## config.mk

```make
export PLATFORM = sky130hd
export DESIGN_NAME = dmem_arbiter
export DESIGN_NICKNAME = d
export VERILOG_FILES = /design/src/rtl/dmem_arbiter.sv
export SDC_FILE = /design/constraint.sdc
export NUM_CORES = 1
export LEC_CHECK = 0
export ABC_AREA = 1
export CORE_MARGIN = 5
export CORE_UTILIZATION = 34
export DETAILED_ROUTE_END_ITERATION = 7
export PLACE_DENSITY = 0.77
export SKIP_LAST_GASP = 1
export SLEW_MARGIN = 20
export SYNTH_ARGS = -nofsm -noshare
export SYNTH_HDL_FRONTEND = slang
export SYNTH_SLANG_ARGS = --single-unit
```

## constraint.sdc

```tcl
create_clock -name clk -period 1.43 [get_ports clk]
set_input_delay 0.286 -clock clk [delete_from_list [all_inputs] [get_ports clk]]
set_output_delay 0.286 -clock clk [all_outputs]
set_load 0.02 [all_outputs]
```

## src/rtl/dmem_arbiter.sv

```systemverilog
// Two-requester sequencer for the single-port data memory: the pipeline MEM stage and the
// debug/loader port share it, one registered multi-cycle transaction at a time.
module dmem_arbiter #(
   parameter int unsigned AW         = 32,
   parameter int unsigned DW         = 32,
   parameter int unsigned MEM_LAT    = 2,
   parameter int unsigned STARVE_MAX = 4
) (
   input  logic          clk,
   input  logic          rst,
   input  logic          pipe_req,
   input  logic          pipe_we,
   input  logic [AW-1:0] pipe_addr,
   input  logic [DW-1:0] pipe_wdata,
   output logic          pipe_ack,
   output logic [DW-1:0] pipe_rdata,
   output logic          pipe_stall,
   input  logic          dbg_req,
   input  logic          dbg_we,
   input  logic [AW-1:0] dbg_addr,
   input  logic [DW-1:0] dbg_wdata,
   output logic          dbg_ack,
   output logic [DW-1:0] dbg_rdata,
   output logic          mem_en,
   output logic          mem_we,
   output logic [AW-1:0] mem_addr,
   output logic [DW-1:0] mem_wdata,
   input  logic [DW-1:0] mem_rdata
);

   localparam int unsigned LW = (MEM_LAT > 1) ? $clog2(MEM_LAT) : 1;
   localparam int unsigned SW = (STARVE_MAX > 0) ? $clog2(STARVE_MAX + 1) : 1;

   typedef enum logic [1:0] {
      S_IDLE  = 2'd0,
      S_ISSUE = 2'd1,
      S_WAIT  = 2'd2,
      S_DONE  = 2'd3
   } state_t;

   state_t        state;
   state_t        state_nxt;
   logic          owner_q;      // 0 = pipeline, 1 = debug
   logic          we_q;
   logic [AW-1:0] addr_q;
   logic [DW-1:0] wdata_q;
   logic [LW-1:0] lat_cnt;
   logic [SW-1:0] starve_cnt;
   logic          any_req;
   logic          dbg_win;

   assign any_req = pipe_req | dbg_req;
   // Debug only beats a live pipeline request once the pipeline has had its run of grants.
   assign dbg_win = dbg_req & (~pipe_req | (starve_cnt == SW'(STARVE_MAX)));

   // State register
   always_ff @(posedge clk or negedge rst) begin
      if (!rst) state <= S_IDLE;
      else      state <= state_nxt;
   end

   // Next-state logic
   always_comb begin
      state_nxt = state;
      case (state)
         S_IDLE:  if (any_req) state_nxt = S_ISSUE;
         S_ISSUE: state_nxt = (we_q || (MEM_LAT <= 1)) ? S_DONE : S_WAIT;
         S_WAIT:  if (lat_cnt == LW'(1)) state_nxt = S_DONE;
         S_DONE:  state_nxt = S_IDLE;
         default: state_nxt = S_IDLE;
      endcase
   end

   // Transaction latch, latency counter and starvation counter
   always_ff @(posedge clk or negedge rst) begin
      if (!rst) begin
         owner_q    <= 1'b0;
         we_q       <= 1'b0;
         addr_q     <= '0;
         wdata_q    <= '0;
         lat_cnt    <= '0;
         starve_cnt <= '0;
      end else begin
         case (state)
            S_IDLE: begin
               if (any_req) begin
                  owner_q <= dbg_win;
                  we_q    <= dbg_win ? dbg_we    : pipe_we;
                  addr_q  <= dbg_win ? dbg_addr  : pipe_addr;
                  wdata_q <= dbg_win ? dbg_wdata : pipe_wdata;
               end
               if (!dbg_req || dbg_win)
                  starve_cnt <= '0;
               else if (starve_cnt != SW'(STARVE_MAX))
                  starve_cnt <= starve_cnt + SW'(1);
            end
            S_ISSUE: lat_cnt <= LW'(MEM_LAT - 1);
            S_WAIT:  lat_cnt <= lat_cnt - LW'(1);
            default: ;
         endcase
      end
   end

   // Output decode from the registered state and latched transaction
   always_comb begin
      mem_en     = 1'b0;
      mem_we     = 1'b0;
      mem_addr   = addr_q;
      mem_wdata  = wdata_q;
      pipe_ack   = 1'b0;
      dbg_ack    = 1'b0;
      pipe_rdata = '0;
      dbg_rdata  = '0;
      if (state == S_ISSUE) begin
         mem_en = 1'b1;
         mem_we = we_q;
      end
      if (state == S_DONE) begin
         pipe_ack = ~owner_q;
         dbg_ack  = owner_q;
         if (!we_q) begin
            if (owner_q) dbg_rdata  = mem_rdata;
            else         pipe_rdata = mem_rdata;
         end
      end
      pipe_stall = rst & pipe_req & ~pipe_ack;
   end

endmodule

```

=== Word-level counts from Yosys, hierarchy flattened ===
Cells that the tools add are included.

* Add/subtract/negate cells: 2
* Reduce and logical (&&, ||, !) cells: 8
* Muxes and demuxes: 20
* Equal/unequal tests: 7
* Bitwise logic cells: 8

{| class="wikitable"
|+ Operator list
! cell !! number
|-
| 32-bit two-way mux || 8
|-
| 2-bit one-hot mux with 4 select lines || 1
|-
| 1-bit two-way mux || 6
|-
| 3-bit two-way mux || 2
|-
| 2-bit AND reduction || 3
|-
| 2-bit equality test (second input constant) || 2
|-
| 2-bit two-way mux || 2
|-
| 2-bit inequality test (second input constant) || 2
|-
| 2-bit nonzero test || 2
|-
| 3-bit by 1-bit adder with 3-bit output (second input constant) || 1
|-
| 1-bit AND || 3
|-
| 3-bit equality test (second input constant) || 1
|-
| 3-bit inequality test (second input constant) || 1
|-
| 1-bit NOT || 3
|-
| 2-bit by 1-bit equality test with 1-bit output (second input constant) || 1
|-
| 2-bit zero test || 1
|-
| 1-bit bitwise OR || 2
|-
| 1-bit one-hot mux with 2 select lines || 1
|-
| 1-bit zero test || 1
|-
| 1-bit logical OR || 1
|-
| 1-bit subtractor (second input constant) || 1
|}

* Flip-flop bits (word level): 72
* Logic and storage cells: 52
* Input bits: 166
* Output and inout bits: 133

=== Logic depth before layout (Yosys ltp) ===
* Depth after elaboration: 6
* Gate-level depth with buffers: 10
* Gate-level depth less buffers: 8

=== Worst setup path before layout ===
No wires, ideal clock.

* Kind: register to output
* Start: reg state[0]
* End: out pipe_rdata[10]
* Setup slack: -632 ps
* Path buffers: 1
* Stages on the path, launching flop included: 7
* Required time: 1144 ps
* Arrival time: 1776 ps
* Path through: dfrtp_1 ha_1 inv_1 nor2_1 inv_1 clkbuf_1 nor3_1

* Word-level cells in the longest chain between the ends: 2

{| class="wikitable"
|+ RTL lines
! what !! RTL line !! text
|-
| start: declaration || 41 || <nowiki>state_t state;</nowiki>
|-
| start signal: assignment || 59 || <nowiki>else state <= state_nxt;</nowiki>
|-
| 2-bit equality test || 118 || <nowiki>if (state == S_DONE) begin</nowiki>
|-
| 32-bit two-way mux || 118 ||
|-
| end: declaration || 16 || <nowiki>output logic [DW-1:0] pipe_rdata,</nowiki>
|}

No other way between the ends.

=== Worst setup path after layout ===
Same ends and word-level chain as after synthesis.

==> flow_summary_export.csv <==
group,metric,value,unit
cells_and_area,multi_input_area,2789,µm²
logic_synthesis,postSynthCellCount,726,
power_and_ir_drop,peakVddDrop,0.0008661,V
cts,clkTransAtPathRegs,0.06,ns
routing,detail_route.wl_per_cell,16.48,µm
global_routing,grt_max_degree,67,
placed_design,port_buffers,298,
floorplanning,start_util,34.92,%
logic_synthesis,syn_area_per_cell,6.396,µm²
sta,fin_skew,0.007955,ns
cells_and_area,final_common_cell,"nand2_1",
logic_synthesis,synth_cell_types,17,
placed_design,post-place-ws,-0.5745,ns
worst_setup_path,worstPathRequired,1.14,ns
sta,worstMarginPinSlew,0.3725,ns
routing,antenna_left,0,
floorplanning,fp.dieH,126.9,µm
worst_setup_path,path_max_fanout,11,
sta,fmax,0.5254,GHz
job,drv_cap,0,
hold_path,hold_path_class,"in2async",
logic_synthesis,synth-seq-area-share,38.80,%
power_and_ir_drop,leakagePower,0.005765,µW
cells_and_area,drive_gt1_share,24.28,%
cells_and_area,fill_cells,986,
sta,slew_headroom,75.16,%
power_and_ir_drop,power_frac_clock,12.2,%
placed_design,gp_congestion,0.8561,
worst_setup_path,arrival,1.62,ns
routing,via_per_inst,4.643,
floorplanning,die_area,16090,µm²
logic_synthesis,synth_nets,899,
global_routing,grt_use_total,23.57,%
global_routing,antenna_found_initial,1,
cts,clk_latency,0.33,ns
logic_synthesis,synth.area.top_cells,"dfrtp_1, nand2_1, nand3_1, inv_1, nor3_1",
global_routing,grt_pass1_vias,5660,
status,violations,"setup timing",
global_routing,grt_overflow,0,
cells_and_area,utilization,75.57,%
power_and_ir_drop,power_frac_comb,66.3,%
logic_synthesis,synth_area_leader_cell,"dfrtp_1",
logic_synthesis,synth.cell_area,4643,µm²
power_and_ir_drop,switching_share,44.15,%
floorplanning,core,13300,µm²
worst_setup_path,r2r_slack,-0.40,ns
logic_synthesis,async_flop_share,100.0,%
routing,drt_pre_antenna_iters,5,
power_and_ir_drop,p_int,9523,µW
floorplanning,io_pins,299,
sta,hold_viol_final,0,
placed_design,hpwlAfterDp,13980,µm
sta,rsz0062_at_grt,"true",
worst_setup_path,critical_path.startpoint_type,"register",
sta,setup_ws,-0.4735,ns
worst_setup_path,worstSetupPathType,"reg2out",
routing,drc,0,
cts,cts-htree-levels,3,
global_routing,grt_pass1_wl,30290,µm
cts,cts_buffers,9,
cells_and_area,final-seq-area,1805,µm²
cts,clock-sinks,72,
floorplanning,die_x,126.9,µm
floorplanning,fp-row-count,42,
logic_synthesis,ys.flop_type,"dfrtp_1",
cts,clock-root-buffer,"clkbuf_16",
power_and_ir_drop,p_per_area,1697,nW/µm²
power_and_ir_drop,p_seq_share,21.5,%
logic_synthesis,yosys_warnings,0,
status,status,"finished with violations",
worst_setup_path,end_kind,"output port",
cts,cts_tree,"done",
power_and_ir_drop,p_sw,7527,µW
routing,wl,20570,µm
routing,vias,5794,
sta,final_max_slew_viol_count,0,
logic_synthesis,synth_enable_flop_cells,0,
sta,min_period,1.903,ns
sta,period_share,133.1,%
sta,setup_violations,139,
cells_and_area,final_nets,1239,
sta,timing.hold.ws,0.4306,ns
cts,ctsLongestPathBuffers,2,
logic_synthesis,post-synth-top-area-fraction,38.80,%
cells_and_area,area_growth_syn_to_layout,116.4,%
routing,drt_iter0_markers,254,
cells_and_area,final_cell_mix,"nand2_1, inv_1, clkdlybuf4s50_1",
logic_synthesis,ys_seq_elements,72,
-- flip-flops by register name (all words and copies together), names as in the netlist --
name	cells
mem_wdata	32
we_q	1
mem_addr	32
state	2
starve_cnt	3
owner_q	1
lat_cnt	1
-- final timing paths --
kind,from,to,depth (start not counted)
worst min-delay path,rst,mem_wdata[19],3
max in group asynchronous,rst,we_q,4
worst max-delay path,state[0],pipe_rdata[10],7
worst max register to register,state[1],mem_wdata[3],12
worst min register to register,mem_wdata[19],mem_wdata[19],2
min in group clk,mem_wdata[19],mem_wdata[19],2
-- power groups by stage --
| stage | combinational (µW) | clock (µW) | sequential, µW |
|---|---|---|---|
| final | 11300 | 2070 | 3660 |
| after global placement | 9490 | 0 | 3660 |
| after global routing | 12100 | 2210 | 3800 |
| after floorplan | 4250 | 0 | 4730 |
| after detailed placement | 9600 | 0 | 3670 |
| after CTS | 11100 | 2110 | 3680 |
-- metal layers --
metal,wire [µm],track usage (%),share of wire [%]
met5,0,0,0
met4,492,7.760,2.4
met3,1950,6.894,9.5
met2,10540,40.82,51
met1,7584,28.07,37
-- cell families after synthesis --
group                      count (synthesis)  share of synthesized area (%)
and+or+nand+nor                          414                          38.83
AOI/OAI and AO/OA                          7                         0.8083
adders and majority gates                  7                          1.886
DFF                                       72                          38.80
xor gates and xnor gates                   1                         0.1887
buffers and inverters                    225                          19.48
-- stage by stage --
stage	cell area (µm²)	total power (µW)	std cells	TNS, ns
after floorplan	5444	8975	726	-6.691
after CTS	9634	16910	1239	-54.16
after detailed placement	8770	13270	1195	-58.86
after global routing	10050	18100	1248	-61.07
after global placement	8770	13140	1195	-55.32
final	10050	17050	1248	-49.06
-- cell usage after synthesis, types with 4 or more instances --
library cell  instances
nand2_1             212
inv_1               176
nand3_1             133
dfrtp_1              72
nor3_1               64
buf_2                21
clkbuf_1             12
buf_4                 9
ha_1                  7
buf_1                 6
o21ai_0               5
nor2_1                4
-- layout make-up --
cell class	count	area share [%]
Timing Repair Buffer	377	42.65
Clock inverter	5	0.3238
Inverter	177	6.663
Multi-Input combinational cell	429	27.76
Sequential cell	72	17.97
Clock buffer	11	2.416
Antenna cell	1	0.02491
Tap cell	176	2.192
-- worst max-delay path, cell delays in order (launching register included) --
cell and delay (ns):
dfrtp_1 0.39, ha_4 0.17, inv_2 0.04, nor2_4 0.11, inv_4 0.08, buf_12 0.17
nor3_4 0.18, buf_6 0.14
-- what timing repair did --
item,4_1_cts,5_1_grt
endpoints found under the setup margin,204,204
buffers inserted,20,11
hold endpoints to repair,6,0
hold buffers,1,0
gates resized for setup,424,116
pin swaps,5,14
gates cloned,7,2
(Power assumes the default switching activity.)
